<file path="src/rtl/mips_store_pkg.sv">
// mips_store_pkg
// Types shared by the store serializer:
//   size_e   - encoding of the req_size field (byte, halfword, word, reserved)
//   state_e  - serializer FSM states
//   last_idx - index of the final byte lane written for a given store size
package mips_store_pkg;

   typedef enum logic [1:0] {
      SIZE_B   = 2'b00,
      SIZE_H   = 2'b01,
      SIZE_W   = 2'b10,
      SIZE_RSV = 2'b11
   } size_e;

   typedef enum logic [1:0] {
      IDLE  = 2'd0,
      WRITE = 2'd1,
      DONE  = 2'd2,
      ERR   = 2'd3
   } state_e;

   function automatic logic [1:0] last_idx(input size_e s);
      case (s)
         SIZE_B:  return 2'd0;
         SIZE_H:  return 2'd1;
         default: return 2'd3;
      endcase
   endfunction

endpackage

</file>
<file path="src/rtl/store_byte_sel.sv">
// store_byte_sel
// Combinational little-endian byte lane select.
// Ports:
//   data     in  32  register value being stored
//   idx      in  2   byte lane index (0 = least significant byte)
//   sel_byte out 8   data[8*idx+7 : 8*idx]
module store_byte_sel (
   input  logic [31:0] data,
   input  logic [1:0]  idx,
   output logic [7:0]  sel_byte
);

   logic [7:0] lanes [4];

   genvar gi;
   generate
      for (gi = 0; gi < 4; gi++) begin : g_lane
         assign lanes[gi] = data[8*gi +: 8];
      end
   endgenerate

   assign sel_byte = lanes[idx];

endmodule

</file>
<file path="src/rtl/store_serializer.sv">
// store_serializer
// Breaks a byte/halfword/word store into a sequence of single-byte writes on
// a byte-wide memory port, least significant byte first, at consecutive
// byte addresses (wrapping modulo 2^ADDR_W).
// Optional build macro: STORE_ALIGN_CHECK_EN -- when defined, misaligned
// halfword/word stores are rejected with err instead of being written.
// Ports:
//   clk, rst_n           clock, asynchronous active-low reset
//   req_valid/req_ready  store request handshake
//   req_addr/size/data   store byte address, size code, register value
//   mem_we/addr/wdata    byte write strobe, address and data
//   mem_ack              memory accepted the current byte
//   done                 one-cycle pulse when the store completes
//   err                  one-cycle pulse when the store is rejected
module store_serializer
   import mips_store_pkg::*;
#(
   parameter int ADDR_W = 32
) (
   input  logic              clk,
   input  logic              rst_n,
   input  logic              req_valid,
   output logic              req_ready,
   input  logic [ADDR_W-1:0] req_addr,
   input  logic [1:0]        req_size,
   input  logic [31:0]       req_data,
   output logic              mem_we,
   output logic [ADDR_W-1:0] mem_addr,
   output logic [7:0]        mem_wdata,
   input  logic              mem_ack,
   output logic              done,
   output logic              err
);

   state_e      state_reg;
   logic [1:0]  idx_reg;
   logic [1:0]  last_reg;
   logic [31:0] data_reg;

   size_e       size_in;
   logic        misaligned;
   logic        reject;
   logic [31:0] sel_data;
   logic [1:0]  idx_next;
   logic [7:0]  sel_byte;

   assign size_in = size_e'(req_size);

`ifdef STORE_ALIGN_CHECK_EN
   assign misaligned = ((size_in == SIZE_H) && req_addr[0]) ||
                       ((size_in == SIZE_W) && (req_addr[1:0] != 2'b00));
`else
   assign misaligned = 1'b0;
`endif

   assign reject = (size_in == SIZE_RSV) || misaligned;

   // The byte selector serves two cases: lane 0 of the incoming request on
   // the handshake, and the next lane of the latched data on each ack.
   // This lets mem_wdata be registered together with mem_addr.
   assign sel_data = (state_reg == IDLE) ? req_data : data_reg;
   assign idx_next = (state_reg == IDLE) ? 2'd0 : idx_reg + 2'd1;

   store_byte_sel u_byte_sel (
      .data     (sel_data),
      .idx      (idx_next),
      .sel_byte (sel_byte)
   );

   always_ff @(posedge clk or negedge rst_n) begin
      if (!rst_n) begin
         state_reg <= IDLE;
         idx_reg   <= 2'd0;
         last_reg  <= 2'd0;
         data_reg  <= 32'd0;
         req_ready <= 1'b1;
         mem_we    <= 1'b0;
         mem_addr  <= '0;
         mem_wdata <= 8'd0;
         done      <= 1'b0;
         err       <= 1'b0;
      end else begin
         done <= 1'b0;
         err  <= 1'b0;
         case (state_reg)
            IDLE: begin
               if (req_valid) begin
                  req_ready <= 1'b0;
                  if (reject) begin
                     state_reg <= ERR;
                     err       <= 1'b1;
                  end else begin
                     state_reg <= WRITE;
                     idx_reg   <= 2'd0;
                     last_reg  <= last_idx(size_in);
                     data_reg  <= req_data;
                     mem_we    <= 1'b1;
                     mem_addr  <= req_addr;
                     mem_wdata <= sel_byte;
                  end
               end
            end
            WRITE: begin
               // Address and data only move on ack, so they hold while
               // the memory stalls.
               if (mem_ack) begin
                  if (idx_reg == last_reg) begin
                     state_reg <= DONE;
                     mem_we    <= 1'b0;
                     done      <= 1'b1;
                  end else begin
                     idx_reg   <= idx_next;
                     mem_addr  <= mem_addr + ADDR_W'(1);
                     mem_wdata <= sel_byte;
                  end
               end
            end
            DONE, ERR: begin
               state_reg <= IDLE;
               req_ready <= 1'b1;
            end
            default: begin
               state_reg <= IDLE;
               req_ready <= 1'b1;
            end
         endcase
      end
   end

endmodule

</file>
<file path="config.mk">
export PLATFORM = sky130hd
export DESIGN_NAME = store_serializer
export DESIGN_NICKNAME = d
export VERILOG_FILES = /design/src/rtl/mips_store_pkg.sv /design/src/rtl/store_byte_sel.sv /design/src/rtl/store_serializer.sv
export SDC_FILE = /design/constraint.sdc
export NUM_CORES = 1
export LEC_CHECK = 0
export BUFFER_PORTS_ARGS = -buffer_cell sky130_fd_sc_hd__clkbuf_2
export CAP_MARGIN = 15
export CORE_MARGIN = 5
export CORE_UTILIZATION = 50
export DETAILED_ROUTE_END_ITERATION = 10
export GPL_ROUTABILITY_DRIVEN = 0
export GPL_TIMING_DRIVEN = 0
export PLACE_DENSITY = 0.76
export SYNTH_ARGS = -nofsm -noshare
export SYNTH_HDL_FRONTEND = slang
export SYNTH_SLANG_ARGS = --single-unit
</file>
<file path="constraint.sdc">
create_clock -name clk -period 3.8 [get_ports clk]
set_input_delay 0.19 -clock clk [delete_from_list [all_inputs] [get_ports clk]]
set_output_delay 0.19 -clock clk [all_outputs]
set_load 0.01 [all_outputs]
</file>
==> impl_metrics.yaml, run 1 <==
floorplan:
  num_rows: 34
  die_y_um: 103
  die_x_um: 103
  num_io_pins: 114
  die_area_mm2: 0.0107
  initial_core_util_pct: 50.6
  coreArea_mm2: 0.00859
worst_setup_path:
  cp.required_ns: 4.04
  crit_chain: "clkbuf_1 > nor2_1 > nand3_1 > nand2_1 > buf_2 > buf_2 > a31oi_1"
  critPathLaunchType: "flop"
  r2r-end: "mem_addr[1]$_DFFE_PN0P_"
  reg2reg_slack_ns: 1.27
  cp_common_cell: "buf_2"
  slowest_delay_ns: 0.50
  cp.arrival_ns: 2.77
  r2r_cells: 7
  crit_path_end_kind: "flop"
  cpMaxStageDelayCell: "nor2_1"
  worstReg2RegStart: "state_reg[1]$_DFFE_PN0P_"
  critPathKind: "reg2reg"
  crit_fanout: 10
sta:
  setup_viol: 0
  slew_viol_final: 0
  rsz0062_at_grt: "false"
  fin_ws_ns: 1.27
  fin_skew_ns: 0.00944
  min_period_over_period_pct: 66.5
  finalCriticalPeriod_ns: 2.53
  max_freq_mhz: 396
  fin_setup_tns_ns: 0
  relSlewSlack_pct: 44.3
  worstMarginPinSlew_ns: 0.832
  hold_violations: 0
synth:
  yosysSeqAreaShare_pct: 47.2
  synthDominantCellAreaShare_pct: 46.6
  ys_seq_elements: 82
  yosysMostFrequentCell: "nand2_1"
  synthCells: 514
  ys_top_cells_by_count: "142 x nand2_1, 81 x dfrtp_1, 41 x o21ai_0"
  syn_avg_cell_area_um2: 8.47
  synthTopCellsByArea: "dfrtp_1 47%, nand2_1 12%, o21ai_0 4.7%, a21oi_1 3.2%, mux2i_1 3.2%"
  syn_area_mm2: 0.00435
  synthDominantAreaCellType: "dfrtp_1"
  yosys_warnings: 0
  synth-async-reset-ratio_pct: 100
  syn-num-nets: 585
  yosysUniqueCellTypes: 52
  synth_ff_type: "dfrtp_1"
  synth_edf_count: 0
finish:
  antenna_cells: 0
  fill_cells: 819
  multi_input_area_mm2: 0.00216
  nets: 711
  syn_to_final_growth_pct: 21.2
  seq_area_mm2: 0.00205
  final_cell_area_mm2: 0.00528
  final_util_pct: 61.4
  drive_gt1_share_pct: 23.7
outcome:
  run_status: "complete, no violations"
min_path:
  min_delay_worst_endpoint: "data_reg[25]$_DFFE_PN0P_"
  hold_depth: 3
  hold_path.class: "in2reg"
  hp-start: "req_data[25]"
route:
  via_count: 4477
  drc: 0
  routed_wl_um: 13100
  dr.pass1.iters: 6
  routedWlPerCell_um: 17.4
  via_per_inst: 5.95
  drtIter0Drc: 318
  antenna_left: 0
cts:
  cts_tree: "built"
  post-cts-setup-buffers: 0
  clock_path_buffers: 2
  clk_pin_slew_worst_paths_ns: 0.10
  clock_latency_ns: 0.37
  clock_tree.root_cell: "clkbuf_8"
  cts-buffers-inserted: 9
  htree_levels: 3
  clkSinkCount: 82
global_routing:
  grt_pass1_vias: 4303
  grt_start_max_net_pins: 63
  gr-total-overflow: 0
  antenna_found_initial: 0
  track_usage_pct: 25.1
  grt_pass1_wl_um: 20800
place:
  portBuffers: 113
  place_area_mm2: 0.00508
  place_ws_ns: 1.32
  hpwl_um: 9580
power:
  pwr_density_cell_mw_per_mm2: 830
  ir_drop_uv: 362
  p_leak_nw: 2.52
flow_run:
  drv_cap: 0
-- worst max-delay path by stage --
stage                                  start                  endpoint  slack, ns  cells after the start
CTS                 state_reg[1]$_DFFE_PN0P_   mem_addr[1]$_DFFE_PN0P_       1.30                      7
detailed placement  state_reg[1]$_DFFE_PN0P_   mem_addr[1]$_DFFE_PN0P_       1.32                      7
global route        state_reg[1]$_DFFE_PN0P_   mem_addr[1]$_DFFE_PN0P_       1.05                      7
finish              state_reg[1]$_DFFE_PN0P_   mem_addr[1]$_DFFE_PN0P_       1.27                      7
floorplan           mem_addr[12]$_DFFE_PN0P_  mem_addr[30]$_DFFE_PN0P_       1.70                      6
global placement    state_reg[1]$_DFFE_PN0P_   mem_addr[1]$_DFFE_PN0P_       1.41                      7
-- cells in the final DEF, fill, tap and decap left out, types with 4 or more instances in the layout --
cell type	n
nand2_1	142
clkbuf_2	112
dfrtp_1	81
o21ai_0	41
a21oi_1	28
nor2_1	25
nand3_1	20
nor3_1	15
clkbuf_1	14
mux2i_1	14
buf_2	13
o22ai_1	13
clkbuf_8	9
nor4_1	8
and3_1	7
nand4_1	7
or3_1	7
a31oi_1	6
o21ai_1	6
a211oi_1	5
nor3b_1	5
nand2b_1	4
o211ai_1	4
and4_1	4
a311oi_1	4
inv_6	4
-- cell families after synthesis --
family,count (synthesis),synth area share [%]
AO/OA/AOI/OAI,127,17.7
XOR/XNOR,2,0.403
adder cells (fa/ha/maj),1,0.287
buffers and inverters,32,3.13
flip-flops,82,47.2
multiplexers,16,4.00
AND/OR/NAND/NOR,254,27.3
-- through the flow --
stage / power, mW / hold slack, ns / cells
2_1_floorplan: 2.98 / -0.106 / 514
3_3_place_gp: 3.67 / 0.380 / 735
3_5_place_dp: 3.76 / 0.136 / 736
4_1_cts: 4.37 / 0.00410 / 753
5_1_grt: 4.72 / 0.00112 / 753
6_report: 4.38 / 0.00812 / 753
-- power breakdown --
part	switching (mW)	total, mW	internal, mW
clock network	0.361	0.610	0.249
registers	0.382	1.65	1.27
logic	1.32	2.12	0.799
total	2.06	4.38	2.32
-- what timing repair did --
item	in CTS	in global routing
endpoints found under the hold margin	20	0
resized for setup	0	0
hold buffers	1	0
-- worst max-delay path: cells and delay by family (launching register included) --
family	cells	cell delay, ns
AND/OR/NAND/NOR	3	1.21
buffers and inverters	3	0.70
flip-flops	1	0.38
AO/OA/AOI/OAI	1	0.12
-- per-layer routing --
| layer | wire length (um) | global-route usage, % | vias up | part of all wire, % |
|---|---|---|---|---|
| met3 | 1390 | 4.69 | 41 | 11 |
| met2 | 6210 | 40.9 | 256 | 47 |
| met5 | 0 | 0 | - | 0 |
| met4 | 408 | 11.2 | 0 | 3.1 |
| li1 | - | - | 2090 | - |
| met1 | 5120 | 32.7 | 2090 | 39 |
-- final cells by class --
cell class	count	area share, %
Multi-Input combinational cell	400	41.0
Sequential cell	82	38.9
Timing Repair Buffer	115	11.5
Tap cell	108	2.56
Buffer	29	2.37
Clock buffer	9	2.35
Clock inverter	7	1.14
Inverter	3	0.213
No activity file was read; power rests on OpenSTA's default activity.
==> run 2: changes to the inputs <==
Settings changed: ABC_AREA from default to 1, CORE_UTILIZATION 50 to 49, PLACE_DENSITY 0.76 to 0.77.
Clock period 3.8 ns to 2.31 ns, I/O delays scaled along.
==> run 2 against run 1 <==
Sequential share of layout area down 5.7 points. Design area up 17%. Wire length is 9.9% higher. Total power up 100%. Synthesized cell count increased by 32%. Combinational power is 110% higher. Hold slack gained 0.013 ns. Clock power rose by 150%. Highest routed layer unchanged. Critical path type unchanged. First-iteration DRC count grew 10%. Largest cell class unchanged.
==> impl_metrics.yaml, run 2 <==
power:
  clockPowerShare_pct: 16.9
  switching_share_pct: 45.6
  power.switching_mw: 4.03
  power_mw: 8.82
  p_leak_nw: 3.16
  p_int_mw: 4.80
  pwr-share-seq_pct: 32.1
  pwr_density_cell_mw_per_mm2: 1430
  combinationalPowerShare_pct: 51.0
  ir_drop_uv: 634
cts:
  clock_tree.root_cell: "clkbuf_8"
  clkSinkCount: 82
  cts-buffers-inserted: 9
  clk_pin_slew_worst_paths_ns: 0.09
  cts_tree: "built"
  post-cts-setup-buffers: 0
  htree_levels: 3
  clock_path_buffers: 2
  clock_latency_ns: 0.36
worst_setup_path:
  critPathKind: "reg2reg"
  cpMaxStageDelayCell: "dfrtp_1"
  crit_path_end_kind: "flop"
  critPathLaunchType: "flop"
  slowest_delay_ns: 0.45
  crit_chain: "ha_1 > nand2_1 > nor2_1 > nand2_1 > nor2_2 > nand2_1 > nand2_1 > nand3_1 > nand2_1 > nand2_1"
  crit_start: "mem_addr[0]$_DFFE_PN0P_"
  worstReg2RegStart: "mem_addr[0]$_DFFE_PN0P_"
  cp.required_ns: 2.57
  crit_fanout: 7
  cp_common_cell: "nand2_1"
  cp.arrival_ns: 2.38
sta:
  fin_skew_ns: 0.0117
  relSlewSlack_pct: 63.2
  min_period_over_period_pct: 91.8
  fin_setup_tns_ns: 0
  hold_violations: 0
  finalCriticalPeriod_ns: 2.12
  setup_viol: 0
  rsz0062_at_grt: "false"
  slew_viol_final: 0
  max_freq_mhz: 472
  fin_ws_ns: 0.191
  worstMarginPinSlew_ns: 0.552
synth:
  yosysSeqAreaShare_pct: 42.5
  syn_area_mm2: 0.00484
  synth_compound_area_share_pct: 8.20
  syn_avg_cell_area_um2: 7.11
  yosys_warnings: 0
  synthTopCellsByArea: "dfrtp_1 42%, nand2_1 18%, nor2_1 9.0%, mux2_2 5.8%, nand3_1 4.7%"
  synthDominantCellAreaShare_pct: 41.9
  synth_fa_ha_area_share_pct: 0.259
  muxShareOfSynthArea_pct: 5.82
  syn-num-nets: 751
  synth-async-reset-ratio_pct: 100
  synth_edf_count: 0
  ys_seq_elements: 82
  yosysMostFrequentCell: "nand2_1"
  synth_top_family_by_area: "simple AND/OR/NAND/NOR gates"
  ys_top_cells_by_count: "229 x nand2_1, 116 x nor2_1, 81 x dfrtp_1"
  yosysUniqueCellTypes: 32
  synth_ff_type: "dfrtp_1"
  synthCells: 680
  synthDominantAreaCellType: "dfrtp_1"
  yosys.area_share.simple_pct: 35.5
  synth_xor_area_share_pct: 0.724
finish:
  nets: 906
  mostFrequentLayoutCell: "nand2_1"
  final_cell_mix: "229 x nand2_1, 115 x nor2_1, 113 x clkbuf_2"
  drive_gt1_share_pct: 22.4
  syn_to_final_growth_pct: 28.0
  fill_cells: 863
  antenna_cells: 0
flow_run:
  drv_cap: 0
route:
  via_per_inst: 5.21
  drc: 0
  antenna_left: 0
  dr.pass1.iters: 5
  routedWlPerCell_um: 14.8
  routed_wl_um: 14400
  drtIter0Drc: 350
  via_count: 5074
floorplan:
  initial_core_util_pct: 49.9
  die_y_um: 109
  coreArea_mm2: 0.00968
  die_x_um: 109
  num_io_pins: 114
  num_rows: 36
  die_area_mm2: 0.0120
global_routing:
  track_usage_pct: 25.0
  gr-total-overflow: 0
  grt_pass1_wl_um: 23300
  grt_start_max_net_pins: 68
  antenna_found_initial: 0
  grt_pass1_vias: 4970
place:
  place_ws_ns: 0.148
  portBuffers: 113
  hpwl_um: 10500
min_path:
  hold_path.class: "in2reg"
  hp-start: "req_data[1]"
outcome:
  run_status: "complete, no violations"
run 2: kinds of logic (layout without fill, tap and decap cells):
kind of cell	after synthesis	in the layout
buffers and inverters	77	237
multiplexers	25	25
XOR/XNOR	4	4
AO/OA/AOI/OAI	75	75
adder cells (fa/ha/maj)	1	1
flip-flops	82	82
AND/OR/NAND/NOR	416	416
run 2: critical path, delay by kind of cell, from the launching register on:
| kind | cells | cell delay, ns |
|---|---|---|
| fa+ha+maj | 1 | 0.19 |
| simple gates | 9 | 1.39 |
| flops | 1 | 0.45 |
run 2: final timing paths:
path                                            endpoint  slack [ns]  cells past startpoint
worst max-delay path            mem_addr[22]$_DFFE_PN0P_        0.19                     10
worst max register to register  mem_addr[22]$_DFFE_PN0P_        0.19                     10
worst min-delay path             data_reg[1]$_DFFE_PN0P_        0.02                      2
worst min register to register  mem_wdata[4]$_DFFE_PN0P_        0.49                      2
max in group asynchronous          req_ready$_DFFE_PN1P_        1.51                      3
min in group asynchronous       mem_addr[12]$_DFFE_PN0P_        0.18                      2
run 2: power by group through the flow:
stage	clock network, mW	logic [mW]	registers [mW]
after floorplan	0	2.92	2.84
after global placement	0	4.27	2.79
after detailed placement	0	4.43	2.82
after CTS	1.52	4.48	2.80
after global routing	1.58	5.06	2.91
final	1.50	4.50	2.83
run 2: layout make-up:
type	instances	area, um2	share of cell area [%]
multi-input combinational	521	2440	39.5
sequential	82	2050	33.2
timing repair buffer	144	896	14.5
inverter	53	199	3.21
tap	133	166	2.69
clock inverter	7	165	2.67
buffer	24	143	2.30
clock buffer	9	124	2.00
run 2: layer usage:
layer / up-vias / part of all wire (%) / track usage (%)
li1: 2468 / - / -
met4: 0 / 2.6 / 11.8
met3: 31 / 8.1 / 3.99
met2: 226 / 50 / 44.2
met5: - / 0 / 0
met1: 2349 / 39 / 29.5
run 2: metrics by stage:
step	instance area (um2)	hold WS, ns	instances	utilization, %
2_1_floorplan	4840	-0.180	680	-
3_3_place_gp	5570	0.349	926	57.5
3_5_place_dp	5600	0.0296	927	57.8
4_1_cts	6190	0.000461	973	63.9
5_1_grt	6190	0.00427	973	63.9
6_report	6190	0.0212	973	63.9
run 2: what timing repair did:
| action | in CTS | in global routing |
|---|---|---|
| hold buffers | 30 | 0 |
| endpoints found under the hold margin | 100 | 0 |
| endpoints found under the setup margin | 0 | 3 |
| resized for setup | 0 | 1 |
